--- src/rtl/top_vector_sequencer.sv ---
// On-chip stimulus/check sequencer for the TOP datapath: replays stored vectors,
// samples A/B/C after a settle interval and reports pass/fail statistics.
module top_vector_sequencer #(
  parameter int unsigned DEPTH       = 16,
  parameter int unsigned ADDR_W      = 4,
  parameter int unsigned STEP_CYCLES = 1
) (
  input  logic              clk,
  input  logic              rst,
  input  logic              wr_en,
  input  logic [ADDR_W-1:0] wr_addr,
  input  logic [14:0]       wr_stim,
  input  logic [33:0]       wr_exp,
  input  logic [ADDR_W:0]   num_vectors,
  input  logic              start,
  input  logic              abort,
  output logic              X,
  output logic [7:0]        Y,
  output logic [0:5]        Z,
  input  logic [31:0]       A_in,
  input  logic              B_in,
  input  logic              C_in,
  output logic              busy,
  output logic              done,
  output logic              pass,
  output logic [ADDR_W:0]   err_count,
  output logic [ADDR_W-1:0] fail_idx,
  output logic              fail_seen
);

  localparam int unsigned STIM_W = 15;
  localparam int unsigned EXP_W  = 34;
  localparam int unsigned MEM_W  = STIM_W + EXP_W;
  localparam int unsigned CNT_W  = (STEP_CYCLES > 1) ? $clog2(STEP_CYCLES) : 1;
  localparam int unsigned N_W    = ADDR_W + 1;

  typedef enum logic [1:0] {S_IDLE, S_APPLY, S_SAMPLE, S_DONE} state_t;

  state_t            state_q, state_d;
  logic [ADDR_W-1:0] vec_idx_q, vec_idx_d;
  logic [N_W-1:0]    n_q, n_d;
  logic [CNT_W-1:0]  settle_q, settle_d;
  logic              x_q, x_d;
  logic [7:0]        y_q, y_d;
  logic [5:0]        z_q, z_d;
  logic              busy_q, busy_d;
  logic              done_q, done_d;
  logic              pass_q, pass_d;
  logic [N_W-1:0]    err_q, err_d;
  logic [ADDR_W-1:0] fidx_q, fidx_d;
  logic              fseen_q, fseen_d;

  logic [MEM_W-1:0]  mem_q [DEPTH];
  logic              mem_we_c;
  logic [MEM_W-1:0]  load_word_c;
  logic [EXP_W-1:0]  exp_word_c;
  logic              mismatch_c;
  logic              last_c;

  assign exp_word_c = mem_q[vec_idx_q][EXP_W-1:0];
  assign mismatch_c = ({A_in, B_in, C_in} != exp_word_c);
  assign last_c     = (N_W'(vec_idx_q) == n_q - N_W'(1));

  // Next-state and output logic
  always_comb begin
    state_d     = state_q;
    vec_idx_d   = vec_idx_q;
    n_d         = n_q;
    settle_d    = settle_q;
    x_d         = x_q;
    y_d         = y_q;
    z_d         = z_q;
    busy_d      = busy_q;
    done_d      = 1'b0;
    pass_d      = pass_q;
    err_d       = err_q;
    fidx_d      = fidx_q;
    fseen_d     = fseen_q;
    mem_we_c    = 1'b0;
    load_word_c = mem_q[vec_idx_q];

    case (state_q)
      S_IDLE: begin
        mem_we_c = wr_en;
        if (start) begin
          n_d       = (num_vectors > N_W'(DEPTH)) ? N_W'(DEPTH) : num_vectors;
          err_d     = '0;
          fidx_d    = '0;
          fseen_d   = 1'b0;
          pass_d    = 1'b0;
          vec_idx_d = '0;
          if (n_d == '0) begin
            state_d = S_DONE;
            done_d  = 1'b1;
            pass_d  = 1'b1;
          end else begin
            load_word_c = mem_q[0];
            state_d     = S_APPLY;
            busy_d      = 1'b1;
            settle_d    = '0;
            {x_d, y_d, z_d} = load_word_c[MEM_W-1:EXP_W];
          end
        end
      end

      S_APPLY: begin
        if (abort) begin
          state_d = S_IDLE;
          {x_d, y_d, z_d} = '0;
          busy_d  = 1'b0;
          pass_d  = 1'b0;
        end else if (settle_q == CNT_W'(STEP_CYCLES - 1)) begin
          state_d = S_SAMPLE;
        end else begin
          settle_d = settle_q + CNT_W'(1);
        end
      end

      S_SAMPLE: begin
        if (abort) begin
          state_d = S_IDLE;
          {x_d, y_d, z_d} = '0;
          busy_d  = 1'b0;
          pass_d  = 1'b0;
        end else begin
          if (mismatch_c) begin
            if (err_q != '1) err_d = err_q + N_W'(1);
            if (!fseen_q) begin
              fidx_d  = vec_idx_q;
              fseen_d = 1'b1;
            end
          end
          if (last_c) begin
            state_d = S_DONE;
            done_d  = 1'b1;
            busy_d  = 1'b0;
            pass_d  = (err_d == '0);
          end else begin
            vec_idx_d   = vec_idx_q + ADDR_W'(1);
            load_word_c = mem_q[vec_idx_d];
            state_d     = S_APPLY;
            settle_d    = '0;
            {x_d, y_d, z_d} = load_word_c[MEM_W-1:EXP_W];
          end
        end
      end

      S_DONE: begin
        state_d = S_IDLE;
        {x_d, y_d, z_d} = '0;
      end

      default: state_d = S_IDLE;
    endcase
  end

  always_ff @(posedge clk) begin
    if (rst) begin
      state_q   <= S_IDLE;
      vec_idx_q <= '0;
      n_q       <= '0;
      settle_q  <= '0;
      x_q       <= 1'b0;
      y_q       <= '0;
      z_q       <= '0;
      busy_q    <= 1'b0;
      done_q    <= 1'b0;
      pass_q    <= 1'b0;
      err_q     <= '0;
      fidx_q    <= '0;
      fseen_q   <= 1'b0;
    end else begin
      state_q   <= state_d;
      vec_idx_q <= vec_idx_d;
      n_q       <= n_d;
      settle_q  <= settle_d;
      x_q       <= x_d;
      y_q       <= y_d;
      z_q       <= z_d;
      busy_q    <= busy_d;
      done_q    <= done_d;
      pass_q    <= pass_d;
      err_q     <= err_d;
      fidx_q    <= fidx_d;
      fseen_q   <= fseen_d;
    end
  end

  // Vector memory survives reset; writes only land while idle
  always_ff @(posedge clk) begin
    if (!rst && mem_we_c) mem_q[wr_addr] <= {wr_stim, wr_exp};
  end

  assign X         = x_q;
  assign Y         = y_q;
  assign Z         = z_q;
  assign busy      = busy_q;
  assign done      = done_q;
  assign pass      = pass_q;
  assign err_count = err_q;
  assign fail_idx  = fidx_q;
  assign fail_seen = fseen_q;

endmodule
--- config.mk ---
export PLATFORM = sky130hd
export DESIGN_NAME = top_vector_sequencer
export DESIGN_NICKNAME = d
export VERILOG_FILES = /design/src/rtl/top_vector_sequencer.sv
export SDC_FILE = /design/constraint.sdc
export NUM_CORES = 1
export LEC_CHECK = 0
export ABC_AREA = 0
export CORE_MARGIN = 1
export CORE_UTILIZATION = 60
export DETAILED_ROUTE_END_ITERATION = 8
export PLACE_DENSITY = 0.79
export SYNTH_ARGS = -nofsm -noshare
export SYNTH_HDL_FRONTEND = slang
export SYNTH_SLANG_ARGS = --single-unit
--- constraint.sdc ---
create_clock -name clk -period 10.9 [get_ports clk]
set_input_delay 1.635 -clock clk [delete_from_list [all_inputs] [get_ports clk]]
set_output_delay 1.635 -clock clk [all_outputs]
set_load 0.01 [all_outputs]
## After elaboration in Yosys (flattened, before gate mapping)

Memories as Yosys holds them, arrays and structs flattened. A register that Yosys moved wholly into a read port is not among the register bits.
Index checks and enable logic that the tools add are counted.

| cells by class | value |
|---|---|
| mux-type cells | 71 |
| add/subtract/negate cells | 4 |
| reductions and logical operators | 17 |
| equality and inequality tests | 17 |
| magnitude comparators | 1 |

Operators by type and width:

| cell | number |
|---|---|
| $mux W8 | 5 |
| $mux W5 | 7 |
| $ne A34 B34 Y1 | 1 |
| $mux W4 | 8 |
| $pmux W8 S4 | 1 |
| $mux W6 | 5 |
| $mux W1 | 28 |
| $pmux W6 S4 | 1 |
| $ne A2 B2 Y1 const B | 8 |
| $pmux W4 S2 | 2 |
| $reduce_and A4 Y1 | 4 |
| $mux W2 | 6 |
| $logic_not A5 Y1 | 2 |
| $pmux W5 S2 | 1 |
| $reduce_and A5 Y1 | 2 |
| $ne A3 B3 Y1 const B | 3 |
| $pmux W1 S3 | 3 |
| $pmux W2 S4 | 1 |
| $reduce_and A6 Y1 | 1 |
| $add A5 B1 Y5 const B | 1 |
| $eq A4 B5 Y1 | 1 |
| $gt A5 B5 Y1 const B | 1 |
| $ne A5 B5 Y1 const B | 1 |
| $sub A5 B1 Y5 const B | 1 |
| other kinds (13) | 16 |

| word-level totals | value |
|---|---|
| input bits | 97 |
| register bits | 40 |
| memory bits (writable) | 784 |
| word-level logic and storage cells | 124 |
| memories kept | 1 |
| output and inout port bits | 28 |

Memory list:

| memory | words | bits a word | read ports | clocked after Yosys merged registers in | wr ports | line | RTL |
|---|---|---|---|---|---|---|---|
| mem_q | 16 | 49 | 3 | 1 | 1 | 53 | `logic [MEM_W-1:0] mem_q [DEPTH];` |

## Depth between registers and ports, before layout

Gate-level depths: netlist (run 1).

| logic depth | value |
|---|---|
| word-level depth | 9 |
| gate-level depth with buffers | 13 |
| mapped depth without buffers | 10 |

## Worst setup path after synthesis (run 1)

No wires, ideal clock.

| timing path | value |
|---|---|
| path type | input -> register |
| start point | in rst |
| end point | mem mem_q[2][0] in the netlist's numbering, enable pin |
| required time | 10.374 ns |
| cell stages on the path | 5 |
| buffers on the path | 1 |
| data arrival time | 5.972 ns |
| setup slack | 4.402 ns |
| library setup time | 0.526 ns |
| path through | clkbuf_1 -> inv_1 -> and3_1 -> nand2_1 -> nor3b_1 |

| on the way | value |
|---|---|
| word-level cells in the longest chain between the ends | 4 |

RTL lines:

| item | line | RTL |
|---|---|---|
| start: declaration | 9 | `input logic rst,` |
| $logic_not A1 Y1 | 191 | `if (!rst && mem_we_c) mem_q[wr_addr] <= {wr_stim, wr_exp};` |
| $logic_and A1 B1 Y1 | 191 |  |
| $mux W1 | 191 |  |
| $mux W1 (implied by the code) | 191 |  |
| end: declaration | 53 |  |

No other way between the ends.

==> flow_metrics.env, run 1 <==
export IMPL_arrival_ns=5.67
export IMPL_area_delta_synth_final_pct=14.5
export IMPL_drive_gt1_share_pct=20.2
export IMPL_cts_repair_resized=0
export IMPL_start_util_pct=60.7
export IMPL_synth_nets=1729
export IMPL_vias=16421
export IMPL_vdd_ir_drop_max_mv=0.155
export IMPL_hold_violations=0
export IMPL_p_leak_nw=11.5
export IMPL_synth_enable_flop_cells=784
export IMPL_clk_transition_reported_paths_ns=0.06
export IMPL_fin_tns_setup_ns=0
export IMPL_powerDensity_nw_per_um2=178
export IMPL_worstMarginPinSlew_ns=1.09
export IMPL_finalCoreUtilization_pct=69.5
export IMPL_avgSynthCellArea_um2=20.1
export IMPL_rrSetupSlack_ns=5.78
export IMPL_status="finished clean"
export IMPL_grt_overflow_total=0
export IMPL_first_pass_iters=5
export IMPL_cts_root_buf="clkbuf_16"
export IMPL_final_max_slew_viol_count=0
export IMPL_place_area_um2=34700
export IMPL_cts_tree="done"
export IMPL_gp_congestion=0.794
export IMPL_viasPerCell=6.45
export IMPL_wl_per_cell_um=29.0
export IMPL_numPortBuffers=124
export IMPL_dp_cells=2388
export IMPL_cts_buffer_depth=3
export IMPL_holdBufCountCts=0
export IMPL_synth_cell_types=67
export IMPL_seq_area_frac_synth_pct=74.7
export IMPL_core_area_um2=53800
export IMPL_die_area_um2=55400
export IMPL_clkSinkCount=827
export IMPL_crit_type="flip-flop to flip-flop"
export IMPL_synthCells=1624
export IMPL_worstPathMaxFanout=49
export IMPL_io_pins=125
export IMPL_skew_ns=0.0210
export IMPL_ys_warn_count=0
export IMPL_startpoint_type="flip-flop"
export IMPL_crit_path_end_kind="flip-flop"
export IMPL_ys_ff_latch=827
export IMPL_relSlewSlack_pct=27.1
export IMPL_cts_buffers=82
export IMPL_row_count=85
export IMPL_final_antenna_net_count=0
export IMPL_fmax_mhz=195
export IMPL_cts_setup_buffers=0
export IMPL_die_h_um=235
export IMPL_die_x_um=235
export IMPL_hold_start="n_q[4]"
export IMPL_finalNonFillerCells=2546
export IMPL_antenna_found_initial=7
export IMPL_clkLatencyLatePin_ns=0.64
export IMPL_required_ns=11.45
export IMPL_drc_errors=0
export IMPL_min_path_type="flip-flop to flip-flop"
export IMPL_synth_area_um2=32700
export IMPL_grt_max_degree=62
export IMPL_cap_violations=0
export IMPL_rsz0062_at_grt="false"
export IMPL_critical_path_max_stage_delay_ns=0.85
export IMPL_grt_pass1_vias=17141
export IMPL_hpwlAfterDp_um=37500
export IMPL_final_setup_viol_count=0
export IMPL_finalCriticalPeriod_ns=5.12
export IMPL_h_tree_depth=3
export IMPL_post_place_ws_ns=5.71
export IMPL_grt_util_all_layers_pct=27.4
export IMPL_nets=1881
export IMPL_drt_wl_total_um=73700
export IMPL_grt_first_pass_wirelength_um=109000
export IMPL_layout_setup_ws_ns=5.78
export IMPL_finalPower_mw=6.64
export IMPL_design_area_um2=37400
export IMPL_async_flop_share_pct=0
export IMPL_whs_ns=0.466
export IMPL_first_iter_violations=1820
export IMPL_crit_path_frequent_cell="buf_4"
export IMPL_cpMaxStageDelayCell="buf_4"
export IMPL_cp_cell_sequence="buf_4 > buf_4 > mux4_2 > xor2_1 > o41ai_1 > a31oi_1 > nor4_2 > nand3_4 > mux2_4 > a221oi_2"
export IMPL_period_share_pct=46.9
export IMPL_synthFlopType="edfxtp_1"
==> cells in the final DEF, fill, tap and decap left out, types with 13 or more instances in the layout <==
| cell | count |
|---|---|
| xnor2_1 | 56 |
| clkbuf_1 | 21 |
| nand3_1 | 25 |
| clkbuf_16 | 82 |
| nor2_1 | 40 |
| dfxtp_1 | 38 |
| a32oi_1 | 17 |
| nor2_4 | 13 |
| xor2_1 | 21 |
| edfxtp_1 | 784 |
| nor3_1 | 14 |
| clkdlybuf4s50_1 | 124 |
| a211oi_1 | 22 |
| nand2_1 | 92 |
| nand3b_1 | 17 |
| a21oi_1 | 18 |
| mux2i_1 | 63 |
| mux4_2 | 191 |
| buf_4 | 27 |
| clkinv_1 | 19 |
| inv_1 | 15 |
==> registers in the layout, indices dropped and copies added, names as in the netlist, 2 cells and up, named ones only <==
signal and cells:
fail_idx 4, vec_idx_q 4, Z 6, err_count 5, mem_q 784, n_q 5, Y 8, state_q 2
==> routing by layer <==
metal / part of all wire, % / up-vias / track usage [%] / wire length (um)
li1: - / 6945 / - / -
met1: 38 / 8563 / 35.5 / 27800
met2: 52 / 768 / 47.0 / 38100
met3: 7.8 / 141 / 5.56 / 5760
met4: 2.8 / 4 / 9.05 / 2050
met5: 0.037 / - / 0 / 27
==> worst max-delay path: cells and delay by family (launching register included) <==
family	cells	cell delay, ns
AO/OA/AOI/OAI	3	0.92
XOR/XNOR	1	0.16
AND/OR/NAND/NOR	2	0.69
multiplexers	2	0.99
buffers and inverters	2	1.54
flip-flops	1	0.71
==> cells in the mapped netlist (17+ instances only) <==
library cell,count,area (um2)
a32oi_1,17,149
nand2_1,92,345
xnor2_1,57,499
xor2_1,23,201
buf_2,27,135
nand3b_1,17,128
a211oi_1,22,165
nand3_1,25,125
mux4_2,191,4300
a21oi_1,19,95.1
edfxtp_1,784,23500
clkbuf_1,38,143
nor2_1,54,203
dfxtp_1,43,861
mux2i_1,63,631
==> worst paths after layout <==
path             to  cells after the start
max            pass                     10
min          n_q[4]                      2
max reg2reg    pass                     10
min reg2reg  n_q[4]                      2
==> final cells by class <==
| cell class | instances | area (um2) |
|---|---|---|
| sequential | 827 | 24400 |
| fill | 3188 | 16400 |
| clock buffer | 105 | 2160 |
| multi-input combinational | 698 | 7940 |
| antenna | 5 | 12.5 |
| inverter | 16 | 60.1 |
| timing repair buffer | 151 | 1440 |
| tap | 696 | 871 |
| clock inverter | 48 | 483 |
==> cell families (layout without fill, tap and decap cells) <==
kind of cell               after synthesis  after routing  share of synthesized area [%]
AOI/OAI and AO/OA                      105            105                           2.39
xor gates and xnor gates                80             80                           2.15
adders and majority gates                8              8                          0.307
buffers and inverters                   99            320                           1.48
DFF                                    827            827                           74.7
muxes                                  257            257                           15.2
other                                    0              5                              0
and+or+nand+nor                        248            248                           3.74
==> report_power, final <==
part / leakage [nW] / internal (mW) / switching [mW]
logic: 2.84 / 0.147 / 0.194
clock network: 1.28 / 1.58 / 1.18
registers: 7.41 / 3.51 / 0.0195
total: 11.5 / 5.24 / 1.40
(Power assumes the default switching activity.)
==> run 2: changes to the inputs <==
==> constraint.sdc (replaced) <==
create_clock -name clk -period 4.9 [get_ports clk]
set_input_delay 0.735 -clock clk [delete_from_list [all_inputs] [get_ports clk]]
set_output_delay 0.735 -clock clk [all_outputs]
set_load 0.01 [all_outputs]
==> flow_metrics.env, run 2 (synthesized netlist as in run 1, its figures left out) <==
export IMPL_grt_overflow_total=0
export IMPL_cts_buffer_depth=3
export IMPL_rsz0062_at_grt="false"
export IMPL_p_leak_nw=11.6
export IMPL_arrival_ns=4.62
export IMPL_cts_setup_buffers=0
export IMPL_grt_util_all_layers_pct=27.4
export IMPL_first_pass_iters=6
export IMPL_required_ns=5.44
export IMPL_clk_transition_reported_paths_ns=0.06
export IMPL_powerDensity_nw_per_um2=387
export IMPL_final_antenna_net_count=0
export IMPL_drive_gt1_share_pct=20.4
export IMPL_cts_tree="done"
export IMPL_regMostFlops="mem_q"
export IMPL_wl_per_cell_um=29.0
export IMPL_finalNonFillerCells=2554
export IMPL_final_common_cell="edfxtp_1"
export IMPL_period_share_pct=83.3
export IMPL_cts_repair_resized=0
export IMPL_cts_root_buf="clkbuf_16"
export IMPL_min_path_type="flip-flop to flip-flop"
export IMPL_numPortBuffers=124
export IMPL_clkSinkCount=827
export IMPL_vdd_ir_drop_max_mv=0.318
export IMPL_crit_path_end_kind="flip-flop"
export IMPL_switching_power_mw=3.00
export IMPL_relSlewSlack_pct=26.8
export IMPL_mostFrequentLayoutCells="784 x edfxtp_1, 191 x mux4_2, 124 x clkdlybuf4s50_1"
export IMPL_gp_congestion=0.798
export IMPL_cts_buffers=81
export IMPL_die_x_um=235
export IMPL_h_tree_depth=3
export IMPL_grt_first_pass_wirelength_um=110000
export IMPL_fin_tns_setup_ns=0
export IMPL_grt_pass1_vias=17225
export IMPL_worstMarginPinSlew_ns=1.10
export IMPL_die_h_um=235
export IMPL_cap_violations=0
export IMPL_core_area_um2=53800
export IMPL_area_delta_synth_final_pct=15.1
export IMPL_largest_reg_flops=784
export IMPL_finalCoreUtilization_pct=69.9
export IMPL_cellInternalPower_mw=11.5
export IMPL_start_util_pct=60.7
export IMPL_io_pins=125
export IMPL_row_count=85
export IMPL_antenna_found_initial=5
export IMPL_nets=1892
export IMPL_final_max_slew_viol_count=0
export IMPL_clkPwrFrac_pct=40.7
export IMPL_clkLatencyLatePin_ns=0.62
export IMPL_drc_errors=0
export IMPL_startpoint_type="flip-flop"
export IMPL_status="finished clean"
export IMPL_die_area_um2=55400
export IMPL_worstPathMaxFanout=38
export IMPL_viasPerCell=6.52
export IMPL_hpwlAfterDp_um=39900
export IMPL_p_seq_share_pct=54.0
export IMPL_drt_wl_total_um=74000
export IMPL_fmax_mhz=245
export IMPL_final_setup_viol_count=0
export IMPL_skew_ns=0.0157
export IMPL_power_frac_comb_pct=5.3
export IMPL_finalCriticalPeriod_ns=4.08
export IMPL_dp_cells=2400
export IMPL_vias=16652
export IMPL_swShare_pct=20.6
export IMPL_crit_type="flip-flop to flip-flop"
export IMPL_first_iter_violations=1824
export IMPL_hold_violations=0
export IMPL_holdBufCountCts=0
export IMPL_grt_max_degree=50
-- run 2: path summary, 6_finish.rpt --
kind	start	endpoint	slack (ns)	cells past startpoint
max	flip-flop	pass	0.82	9
max reg2reg	flip-flop	pass	0.82	9
min	n_q[4]	n_q[4]	0.46	2
min reg2reg	n_q[4]	n_q[4]	0.46	2
-- run 2: layout make-up --
class                   instances  area [um2]
diodes                          6        15.0
repair buffers                163        1770
inverters                      16        60.1
clock inverters                32         229
fillers                      3180       16200
flip-flops and latches        827       24400
clock buffers                 116        2290
multi-input cells             698        7940
well taps                     696         871
-- run 2: per-layer routing --
metal	up-vias	global-route usage, %	share of wire (%)
li1	6977	-	-
met4	0	11.0	3.4
met2	862	46.4	51
met1	8646	35.9	37
met3	167	4.51	8.4
met5	-	0	0
-- run 2: critical path, cell delays in order (launching register included) --
cell	delay (ns)
dfxtp_4	0.84
buf_12	0.39
mux4_2	0.56
xor2_1	0.16
o311ai_0	0.46
nand4_1	0.27
nor4_2	0.44
nand3_4	0.24
mux2_4	0.37
a221oi_2	0.23
-- run 2: stage by stage --
stage	hold WS (ns)	area, um2	total power [mW]	setup WS, ns
after CTS	0.460	37600	14.6	0.722
after global routing	0.477	37600	14.9	0.612
after floorplan	0.436	32700	8.40	-0.698
final	0.463	37600	14.5	0.818
after global placement	0.452	35100	8.74	0.789
after detailed placement	0.453	35100	8.77	0.748
-- run 2: power by group through the flow --
stage	sequential (mW)	combinational (mW)	clock, mW
2_1_floorplan	7.99	0.406	0
3_3_place_gp	8.00	0.738	0
3_5_place_dp	8.01	0.761	0
4_1_cts	7.86	0.769	5.99
5_1_grt	7.86	0.817	6.26
6_report	7.86	0.764	5.92
==> run 3: changes to the inputs <==
==> constraint.sdc (replaced) <==
create_clock -name clk -period 3.9 [get_ports clk]
set_input_delay 0.585 -clock clk [delete_from_list [all_inputs] [get_ports clk]]
set_output_delay 0.585 -clock clk [all_outputs]
set_load 0.01 [all_outputs]
==> flow_metrics.env, run 3 (synthesized netlist as in run 1, its figures left out) <==
export IMPL_status="finished clean"
export IMPL_clkPwrFrac_pct=41.4
export IMPL_cpMaxStageDelayCell="dfxtp_4"
export IMPL_critical_path_max_stage_delay_ns=0.55
export IMPL_clkSinkCount=827
export IMPL_row_count=85
export IMPL_nets=1927
export IMPL_drive_gt1_share_pct=22.0
export IMPL_worstMarginPinSlew_ns=1.04
export IMPL_final_max_slew_viol_count=0
export IMPL_relSlewSlack_pct=30.7
export IMPL_required_ns=4.44
export IMPL_multi_input_area_um2=7940
export IMPL_clk_transition_reported_paths_ns=0.06
export IMPL_final_setup_viol_count=0
export IMPL_powerDensity_nw_per_um2=489
export IMPL_layout_setup_ws_ns=0.257
export IMPL_power_frac_comb_pct=5.4
export IMPL_vdd_ir_drop_max_mv=0.405
export IMPL_largest_reg_flops=784
export IMPL_cp_cell_sequence="buf_12 > mux4_2 > mux2i_1 > xor2_1 > a21oi_1 > or4_4 > nor4_4 > nand3_4 > mux2_4 > a221oi_2"
export IMPL_cts_buffers=81
export IMPL_whs_ns=0.465
export IMPL_cap_violations=0
export IMPL_startpoint_type="flip-flop"
export IMPL_skew_ns=0.0192
export IMPL_antenna_found_initial=6
export IMPL_clkLatencyLatePin_ns=0.64
export IMPL_p_seq_share_pct=53.2
export IMPL_die_x_um=235
export IMPL_period_share_pct=93.4
export IMPL_core_area_um2=53800
export IMPL_area_delta_synth_final_pct=16.0
export IMPL_holdBufCountCts=0
export IMPL_wl_per_cell_um=29.5
export IMPL_regMostFlops="mem_q"
export IMPL_crit_path_end_kind="flip-flop"
export IMPL_fmax_mhz=274
export IMPL_grt_overflow_total=0
export IMPL_hpwlAfterDp_um=42500
export IMPL_hold_start="n_q[4]"
export IMPL_mostFrequentLayoutCells="784 x edfxtp_1, 191 x mux4_2, 124 x clkdlybuf4s50_1"
export IMPL_arrival_ns=4.18
export IMPL_design_area_um2=37900
export IMPL_grt_pass1_vias=17638
export IMPL_first_iter_violations=2204
export IMPL_cts_root_buf="clkbuf_16"
export IMPL_start_util_pct=60.7
export IMPL_p_leak_nw=11.8
export IMPL_finalNonFillerCells=2590
export IMPL_numPortBuffers=124
export IMPL_finalPower_mw=18.5
export IMPL_rsz0062_at_grt="false"
export IMPL_post_place_ws_ns=0.104
export IMPL_swShare_pct=21.0
export IMPL_drt_wl_total_um=76300
export IMPL_grt_max_degree=46
export IMPL_dp_cells=2434
export IMPL_first_pass_iters=5
export IMPL_min_path_type="flip-flop to flip-flop"
export IMPL_drc_errors=0
export IMPL_die_area_um2=55400
export IMPL_viasPerCell=6.57
export IMPL_crit_type="flip-flop to flip-flop"
export IMPL_final_antenna_net_count=0
export IMPL_cellInternalPower_mw=14.6
export IMPL_die_h_um=235
export IMPL_vias=17028
export IMPL_gp_congestion=0.808
export IMPL_place_area_um2=35300
export IMPL_cts_tree="done"
export IMPL_finalCriticalPeriod_ns=3.64
export IMPL_grt_util_all_layers_pct=28.1
export IMPL_hold_violations=0
export IMPL_area_sequential_um2=24400
export IMPL_h_tree_depth=3
export IMPL_finalCoreUtilization_pct=70.4
export IMPL_worstPathMaxFanout=15
export IMPL_final_common_cell="edfxtp_1"
export IMPL_cts_buffer_depth=3
export IMPL_fillers=3121
export IMPL_io_pins=125
export IMPL_switching_power_mw=3.90
export IMPL_grt_first_pass_wirelength_um=113000
export IMPL_fin_tns_setup_ns=0
==> run 3: cell types whose count changed in the layout (fill, tap and decap cells not counted), moves of 2 or more <==
cell,before,now
buf_4,20,58
clkinv_1,16,24
clkbuf_16,86,84
clkinv_2,11,13
diode_2,6,4
clkbuf_1,27,18
clkbuf_8,2,0
bufinv_16,3,7
inv_6,0,3
inv_16,0,2
buf_12,19,15
==> run 3: area by class of cell <==
cell class                      instances  share of cell area, %
Clock buffer                          101                   5.66
Multi-Input combinational cell        698                   21.0
Inverter                               16                  0.159
Tap cell                              696                   2.30
Clock inverter                         50                   1.16
Antenna cell                            4                 0.0264
Timing Repair Buffer                  198                   5.28
Sequential cell                       827                   64.4
==> run 3: path summary, 6_finish.rpt <==
| check | to | slack [ns] | cells after the start |
|---|---|---|---|
| worst max-delay path | pass | 0.26 | 10 |
| worst min-delay path | n_q[4] | 0.47 | 2 |
| worst max register to register | pass | 0.26 | 10 |
| worst min register to register | n_q[4] | 0.47 | 2 |
==> run 3: metal layers <==
metal	vias up	global-route usage, %	routed length [um]
met5	-	0	30
met4	4	10.3	2580
met3	178	5.18	7040
met2	1033	46.6	38600
met1	8772	37.8	28000
li1	7041	-	-
==> run 3: power groups by stage <==
stage / Clock [mW] / Combinational, mW / Sequential, mW
2_1_floorplan: 0 / 0.510 / 10.0
4_1_cts: 7.74 / 1.00 / 9.85
3_3_place_gp: 0 / 0.965 / 10.0
3_5_place_dp: 0 / 0.993 / 10.0
5_1_grt: 8.09 / 1.08 / 9.85
6_report: 7.68 / 1.00 / 9.85
==> run 3: critical path: cells and delay by family (launching register included) <==
| family | cells | cell delay, ns |
|---|---|---|
| AND/OR/NAND/NOR | 3 | 1.03 |
| multiplexers | 3 | 1.13 |
| AO/OA/AOI/OAI | 2 | 0.33 |
| XOR/XNOR | 1 | 0.25 |
| buffers and inverters | 1 | 0.23 |
| flip-flops | 1 | 0.55 |
==> run 3: what timing repair did <==
item,4_1_cts,5_1_grt
gates resized for setup,0,1
setup buffers,0,1
endpoints found under the setup margin,0,6
